<file path="src/rtl/div_arbiter_pkg.sv">
`default_nettype none
// ============================================================================
// Module   : div_arbiter_pkg
// Brief    : Shared types and constants for the two-requester divider front end.
// Revision : 1.0
// ============================================================================
package div_arbiter_pkg;

  localparam int C_DEFAULT_W = 37;

  typedef enum logic [1:0] {
    ST_IDLE    = 2'd0,
    ST_LAUNCH  = 2'd1,
    ST_WAIT    = 2'd2,
    ST_RESPOND = 2'd3
  } state_t;

  // A zero divisor yields a quotient with every bit set and a raised error flag.
  localparam logic C_ZDIV_Q_BIT = 1'b1;
  localparam logic C_ERR_NONE   = 1'b0;
  localparam logic C_ERR_ZDIV   = 1'b1;

endpackage
`default_nettype wire

</file>
<file path="src/rtl/div_arbiter_if.sv">
`default_nettype none
// ============================================================================
// Module   : div_arbiter_if
// Brief    : Requester, response and shared-divider signals of div_arbiter.
// Revision : 1.0
// ============================================================================
interface div_arbiter_if #(
  parameter int W = div_arbiter_pkg::C_DEFAULT_W
);
  logic         req0_valid;
  logic         req1_valid;
  logic [W-1:0] req0_dividend;
  logic [W-1:0] req0_divisor;
  logic [W-1:0] req1_dividend;
  logic [W-1:0] req1_divisor;
  logic         req0_ready;
  logic         req1_ready;
  logic         resp0_done_tick;
  logic         resp1_done_tick;
  logic [W-1:0] resp_quotient;
  logic [W-1:0] resp_remainder;
  logic         resp_err;
  logic         div_start;
  logic [W-1:0] div_dividend;
  logic [W-1:0] div_divisor;
  logic         div_done_tick;
  logic [W-1:0] div_quotient;
  logic [W-1:0] div_remainder;
  logic         busy;

  modport slave (
    input  req0_valid, req1_valid, req0_dividend, req0_divisor,
           req1_dividend, req1_divisor, div_done_tick, div_quotient, div_remainder,
    output req0_ready, req1_ready, resp0_done_tick, resp1_done_tick,
           resp_quotient, resp_remainder, resp_err,
           div_start, div_dividend, div_divisor, busy
  );

  modport master (
    output req0_valid, req1_valid, req0_dividend, req0_divisor,
           req1_dividend, req1_divisor, div_done_tick, div_quotient, div_remainder,
    input  req0_ready, req1_ready, resp0_done_tick, resp1_done_tick,
           resp_quotient, resp_remainder, resp_err,
           div_start, div_dividend, div_divisor, busy
  );

endinterface
`default_nettype wire

</file>
<file path="src/rtl/div_arbiter_rr_arb2.sv">
`default_nettype none
// ============================================================================
// Module   : rr_arb2
// Brief    : Combinational two-way round-robin grant on a one-bit history.
// Revision : 1.0
// ============================================================================
module rr_arb2 (
  input  logic [1:0] valid,
  input  logic       last_grant,
  output logic       grant_id,
  output logic       grant_valid
);

  always_comb begin
    grant_valid = |valid;
    grant_id    = 1'b0;
    case (valid)
      2'b01:   grant_id = 1'b0;
      2'b10:   grant_id = 1'b1;
      2'b11:   grant_id = ~last_grant;
      default: grant_id = 1'b0;
    endcase
  end

endmodule
`default_nettype wire

</file>
<file path="src/rtl/div_arbiter.sv">
`default_nettype none
// ============================================================================
// Module   : div_arbiter
// Brief    : Shares one external divider between two requesters, round-robin.
// Revision : 1.0
// ============================================================================
module div_arbiter
  import div_arbiter_pkg::*;
#(
  parameter int W = C_DEFAULT_W
) (
  input logic          clk,
  input logic          rst_n,
  div_arbiter_if.slave bus
);

  state_t       r_state;
  state_t       w_state_next;
  logic         r_last_grant;
  logic         r_id;
  logic [W-1:0] r_dividend;
  logic [W-1:0] r_divisor;
  logic [W-1:0] r_quotient;
  logic [W-1:0] r_remainder;
  logic         r_err;

  logic         w_grant_id;
  logic         w_grant_valid;
  logic         w_accept;
  logic         w_div_start;
  logic         w_capture_div;
  logic         w_capture_zdiv;
  logic         w_respond;
  logic         w_div_active;

  rr_arb2 u_rr_arb2 (
    .valid       ({bus.req1_valid, bus.req0_valid}),
    .last_grant  (r_last_grant),
    .grant_id    (w_grant_id),
    .grant_valid (w_grant_valid)
  );

  always_ff @(posedge clk or negedge rst_n) begin
    if (!rst_n) begin
      r_state <= ST_IDLE;
    end else begin
      r_state <= w_state_next;
    end
  end

  always_comb begin
    w_state_next   = r_state;
    w_accept       = 1'b0;
    w_div_start    = 1'b0;
    w_capture_div  = 1'b0;
    w_capture_zdiv = 1'b0;
    w_respond      = 1'b0;
    case (r_state)
      ST_IDLE: begin
        if (w_grant_valid) begin
          w_accept     = 1'b1;
          w_state_next = ST_LAUNCH;
        end
      end
      ST_LAUNCH: begin
        // A zero divisor never reaches the divider; the result is synthesized here.
        if (r_divisor == '0) begin
          w_capture_zdiv = 1'b1;
          w_state_next   = ST_RESPOND;
        end else begin
          w_div_start  = 1'b1;
          w_state_next = ST_WAIT;
        end
      end
      ST_WAIT: begin
        if (bus.div_done_tick) begin
          w_capture_div = 1'b1;
          w_state_next  = ST_RESPOND;
        end
      end
      ST_RESPOND: begin
        w_respond    = 1'b1;
        w_state_next = ST_IDLE;
      end
      default: w_state_next = ST_IDLE;
    endcase
  end

  always_ff @(posedge clk or negedge rst_n) begin
    if (!rst_n) begin
      r_last_grant <= 1'b1;
      r_id         <= 1'b0;
      r_dividend   <= '0;
      r_divisor    <= '0;
      r_quotient   <= '0;
      r_remainder  <= '0;
      r_err        <= 1'b0;
    end else begin
      if (w_accept) begin
        r_id         <= w_grant_id;
        r_last_grant <= w_grant_id;
        r_dividend   <= w_grant_id ? bus.req1_dividend : bus.req0_dividend;
        r_divisor    <= w_grant_id ? bus.req1_divisor  : bus.req0_divisor;
      end
      if (w_capture_zdiv) begin
        r_quotient  <= {W{C_ZDIV_Q_BIT}};
        r_remainder <= r_dividend;
        r_err       <= C_ERR_ZDIV;
      end else if (w_capture_div) begin
        r_quotient  <= bus.div_quotient;
        r_remainder <= bus.div_remainder;
        r_err       <= C_ERR_NONE;
      end
    end
  end

  assign w_div_active = (r_state == ST_LAUNCH) || (r_state == ST_WAIT);

  assign bus.req0_ready      = w_accept & ~w_grant_id;
  assign bus.req1_ready      = w_accept &  w_grant_id;
  assign bus.resp0_done_tick = w_respond & ~r_id;
  assign bus.resp1_done_tick = w_respond &  r_id;
  assign bus.resp_quotient   = r_quotient;
  assign bus.resp_remainder  = r_remainder;
  assign bus.resp_err        = r_err;
  assign bus.div_start       = w_div_start;
  assign bus.div_dividend    = w_div_active ? r_dividend : '0;
  assign bus.div_divisor     = w_div_active ? r_divisor  : '0;
  assign bus.busy            = (r_state != ST_IDLE);

endmodule
`default_nettype wire

</file>
<file path="src/flat_wrapper.sv">
// flat-port wrapper written by rule: the top's interface ports become plain ports
module div_arbiter_flat import div_arbiter_pkg::*;
#(
  parameter int W = C_DEFAULT_W
)
  (clk, rst_n, bus_req0_valid, bus_req1_valid, bus_req0_dividend, bus_req0_divisor, bus_req1_dividend, bus_req1_divisor, bus_div_done_tick, bus_div_quotient, bus_div_remainder, bus_req0_ready, bus_req1_ready, bus_resp0_done_tick, bus_resp1_done_tick, bus_resp_quotient, bus_resp_remainder, bus_resp_err, bus_div_start, bus_div_dividend, bus_div_divisor, bus_busy);
  div_arbiter_if #(.W(W)) bus_i ();
  input logic clk;
  input logic rst_n;
  input wire logic [$bits(bus_i.req0_valid)-1:0] bus_req0_valid;
  input wire logic [$bits(bus_i.req1_valid)-1:0] bus_req1_valid;
  input wire logic [$bits(bus_i.req0_dividend)-1:0] bus_req0_dividend;
  input wire logic [$bits(bus_i.req0_divisor)-1:0] bus_req0_divisor;
  input wire logic [$bits(bus_i.req1_dividend)-1:0] bus_req1_dividend;
  input wire logic [$bits(bus_i.req1_divisor)-1:0] bus_req1_divisor;
  input wire logic [$bits(bus_i.div_done_tick)-1:0] bus_div_done_tick;
  input wire logic [$bits(bus_i.div_quotient)-1:0] bus_div_quotient;
  input wire logic [$bits(bus_i.div_remainder)-1:0] bus_div_remainder;
  output wire logic [$bits(bus_i.req0_ready)-1:0] bus_req0_ready;
  output wire logic [$bits(bus_i.req1_ready)-1:0] bus_req1_ready;
  output wire logic [$bits(bus_i.resp0_done_tick)-1:0] bus_resp0_done_tick;
  output wire logic [$bits(bus_i.resp1_done_tick)-1:0] bus_resp1_done_tick;
  output wire logic [$bits(bus_i.resp_quotient)-1:0] bus_resp_quotient;
  output wire logic [$bits(bus_i.resp_remainder)-1:0] bus_resp_remainder;
  output wire logic [$bits(bus_i.resp_err)-1:0] bus_resp_err;
  output wire logic [$bits(bus_i.div_start)-1:0] bus_div_start;
  output wire logic [$bits(bus_i.div_dividend)-1:0] bus_div_dividend;
  output wire logic [$bits(bus_i.div_divisor)-1:0] bus_div_divisor;
  output wire logic [$bits(bus_i.busy)-1:0] bus_busy;
  assign bus_i.req0_valid = bus_req0_valid;
  assign bus_i.req1_valid = bus_req1_valid;
  assign bus_i.req0_dividend = bus_req0_dividend;
  assign bus_i.req0_divisor = bus_req0_divisor;
  assign bus_i.req1_dividend = bus_req1_dividend;
  assign bus_i.req1_divisor = bus_req1_divisor;
  assign bus_i.div_done_tick = bus_div_done_tick;
  assign bus_i.div_quotient = bus_div_quotient;
  assign bus_i.div_remainder = bus_div_remainder;
  assign bus_req0_ready = bus_i.req0_ready;
  assign bus_req1_ready = bus_i.req1_ready;
  assign bus_resp0_done_tick = bus_i.resp0_done_tick;
  assign bus_resp1_done_tick = bus_i.resp1_done_tick;
  assign bus_resp_quotient = bus_i.resp_quotient;
  assign bus_resp_remainder = bus_i.resp_remainder;
  assign bus_resp_err = bus_i.resp_err;
  assign bus_div_start = bus_i.div_start;
  assign bus_div_dividend = bus_i.div_dividend;
  assign bus_div_divisor = bus_i.div_divisor;
  assign bus_busy = bus_i.busy;
  div_arbiter #(.W(W)) u_core (.clk(clk), .rst_n(rst_n), .bus(bus_i));
endmodule
</file>
<file path="config.mk">
export PLATFORM = sky130hd
export DESIGN_NAME = div_arbiter_flat
export DESIGN_NICKNAME = d
export VERILOG_FILES = /design/src/rtl/div_arbiter_pkg.sv /design/src/rtl/div_arbiter_if.sv /design/src/rtl/div_arbiter_rr_arb2.sv /design/src/rtl/div_arbiter.sv /design/src/flat_wrapper.sv
export SDC_FILE = /design/constraint.sdc
export NUM_CORES = 1
export LEC_CHECK = 0
export CAP_MARGIN = 5
export CORE_AREA = 2 2 147 149
export DETAILED_ROUTE_END_ITERATION = 12
export DIE_AREA = 0 0 149 151
export PLACE_DENSITY = 0.73
export SYNTH_ARGS = -nofsm -noshare
export SYNTH_HDL_FRONTEND = slang
export SYNTH_SLANG_ARGS = --single-unit
</file>
<file path="constraint.sdc">
create_clock -name clk -period 2.6 [get_ports clk]
set_input_delay 0.26 -clock clk [delete_from_list [all_inputs] [get_ports clk]]
set_output_delay 0.26 -clock clk [all_outputs]
set_load 0.02 [all_outputs]
</file>
==> impl_results.md <==
* Grt total ovfl at 0
* Total Routing Usage GR at 22.2%
* Delay-heaviest family, CP: buffers and inverters
* Routed wire length at 25.5 mm
* Crit path DAT at 2.18 ns
* First-pass GRT wire length at 38.9 mm
* PortBufs at 381
* Switching pwr at 6.15 mW
* Hold Vio Cnt, Final at 0
* Post-route minimum period at 2.44 ns
* Vias in the first global route at 6906
* Total Power at 15.4 mW
* Worst path bufs/invs at 2
* Reg power frac at 28.1%
* Pre-CTS WS at 0.271 ns
* Sequence of cells on the critical path: inv_1 > ha_2 > nand2_1 > a21oi_4 > clkdlybuf4s50_1
* Synthesized flop and latch total at 153
* Drt drc at 0
* Initial core utilization at 35.3%
* Slowest stage cell, crit path: clkdlybuf4s50_1
* DR vias/cell at 5.00
* Register area at 3830 µm²
* Max Slew Vio Count at 0
* Chip Height at 151 µm
* Number of DRC markers in iteration 0 at 612
* Data required time at the worst endpoint at 2.34 ns
* Yosys warns at 0
* Crit path launch type: flop
* Switching Share at 40.0%
* CTS Sinks at 153
* Unrepaired setup endpoints after global routing: false
* Register area share after synthesis at 52.1%
* Syn avg cell area at 9.98 µm²
* Max_slew headroom at 42.0%
* Initial DRT Pass Iterations at 7
* Fillers at 1790
* Outcome: finished clean
* Power Density at 1250 nW/µm²
* Root Driver: clkbuf_16
* P&R area growth vs syn at 67.3%
* Fmax at 410 MHz
* CTS buffer count at 17
* CTS clk-pin slew, worst paths at 0.06 ns
* LEAKAGE at 6.82 nW
* Setup violators final at 0
* Final GP Congestion at 0.815
* Die ar. at 22500 µm²
* Slew @ Worst Pin at 0.870 ns
* Largest net degree at the start of global routing at 77
* Layout Nets at 1326
* Crit path max fanout at 5
* Final core occ at 59.1%
* DR vias at 6915
* Detailed placement HPWL at 17.9 mm
* Worst min path class: in2reg
* CP max stage delay at 0.67 ns
* Fraction of layout cells with a size suffix above 1 at 9.30%
* Ports at 382
* Final Skew at 0.0112 ns
* Clock power frac at 17.8%
* Cell-internal power at 9.24 mW
* Max cap viols at 0
* Cell Rows at 53
* CTS tree: built
* Die width at 149 µm
* Setup WS post-layout at 0.160 ns
* Worst-skew pair later-pin latency at 0.41 ns
* WL/cell at 18.5 µm
* CP endpoint kind: primary output
* Logic pwr share at 54.1%
* Peak supply drop at 0.846 mV
* Setup Crit Path Kind: reg2out
* Mapped cell area at 7350 µm²
* Post-synth cell types at 27
* Bufs on Longest Clock Path at 2
* Core ar. at 20800 µm²
* Final period util at 93.8%
* Antenna viol nets, final at 0
* Area occupied by multi-input gates at 3000 µm²
* Initial antenna violation count at 0
* Post-Route Setup TNS at 0 ns
* Mapped Nets at 969
* Gate Count Post-Synth at 737
* H-tree levels at 4
* ANT cells at 0
==> path summary, 6_finish.rpt <==
path / from / end / slack [ns] / cells after the start
worst max-delay path: u_core.r_state[0]$_DFFE_PN0P_ / bus_req0_ready / 0.16 / 5
worst min-delay path: bus_div_quotient[9] / u_core.bus.resp_quotient[9]$_DFFE_PN0P_ / 0.41 / 3
worst max register to register: u_core.r_divisor[16]$_DFFE_PN0P_ / u_core.bus.resp_remainder[35]$_DFFE_PN0P_ / 0.29 / 5
worst min register to register: u_core.bus.resp_err$_DFFE_PN0P_ / u_core.bus.resp_err$_DFFE_PN0P_ / 0.49 / 2
max in group asynchronous: rst_n / u_core.bus.resp_err$_DFFE_PN0P_ / 1.44 / 3
min in group asynchronous: rst_n / u_core.r_dividend[0]$_DFFE_PN0P_ / 0.44 / 2
==> cells in the mapped netlist <==
library cell	number	area, µm²
o21ai_0	2	10.0
buf_2	3	15.0
dfstp_2	1	26.3
ha_1	5	62.6
buf_8	2	30.0
mux2_4	37	556
inv_1	80	300
or4_1	1	7.51
a21oi_1	2	10.0
nand4_1	2	12.5
a21o_1	2	15.0
clkbuf_1	43	161
nor2b_1	1	6.26
dfrtp_1	152	3800
nor3_1	2	10.0
nor2_1	3	11.3
nor4_1	8	50.1
o21ai_1	1	5.00
a32oi_2	1	16.3
and2_1	76	475
nand3_2	10	100
buf_6	4	45.0
nand3_1	27	135
buf_1	5	18.8
a222oi_1	74	741
nand2_1	192	721
o32a_1	1	10.0
==> metal layers <==
metal  global-route usage, %  share of wire (%)
met2                    38.6                 51
met3                    6.45                9.3
met5                       0                  0
met1                    27.4                 38
met4                    5.48                1.5
==> state kept, by name, indices dropped and copies added, names as in the netlist <==
register,cells
u_core.bus.resp_err,1
u_core.bus.resp_quotient,37
u_core.bus.resp_remainder,37
u_core.r_dividend,37
u_core.r_divisor,37
u_core.r_id,1
u_core.r_last_grant,1
u_core.r_state,2
==> per-stage QoR <==
stage                     hold slack [ns]  cells  cell area (µm²)
after global routing                0.400   1382            12300
after global placement              0.340   1349            11500
after floorplan                   -0.0356    737             7350
after CTS                           0.391   1382            12100
after detailed placement            0.344   1349            11500
final                               0.415   1382            12300
==> cell families after synthesis <==
family | synth area share (%)
simple gates | 20.8
flops | 52.1
buf+inv | 7.76
compound gates | 11.0
mux | 7.55
fa+ha+maj | 0.851
==> cell usage in the layout (no fill, tap or decap), types with 10 or more instances in the layout <==
cell	netlist	final
clkdlybuf4s50_1	0	305
nand2_1	192	191
dfrtp_1	152	152
inv_1	80	80
and2_1	76	75
a222oi_1	74	74
dlymetal6s2s_1	0	63
mux2_4	37	37
nand3_1	27	27
clkbuf_16	0	17
dlygate4sd2_1	0	12
nand3_2	10	10
==> power by group through the flow <==
stage,logic [mW],clock network (mW),registers (mW)
after floorplan,4.02,0,4.78
after detailed placement,8.52,0,4.36
after global placement,8.44,0,4.31
after global routing,8.95,2.92,4.45
after CTS,8.51,2.81,4.32
final,8.32,2.74,4.33
==> tightest hold or removal path, cell delays in order <==
cell,delay (ns)
clkdlybuf4s50_1,0.40
nand2_1,0.06
nand3_1,0.06
==> layout make-up <==
| type | instances | area share (%) |
|---|---|---|
| clock buffer | 19 | 3.68 |
| multi-input combinational | 447 | 24.4 |
| sequential | 153 | 31.1 |
| clock inverter | 13 | 1.68 |
| timing repair buffer | 395 | 33.9 |
| tap | 275 | 2.80 |
| inverter | 80 | 2.44 |
==> what timing repair did <==
item,CTS,global route
hold buffers,1,0
buffers inserted,0,0
endpoints found under the hold margin,69,0
setup endpoints to repair,36,63
gates resized for setup,14,65
No activity file was read; power rests on OpenSTA's default activity.
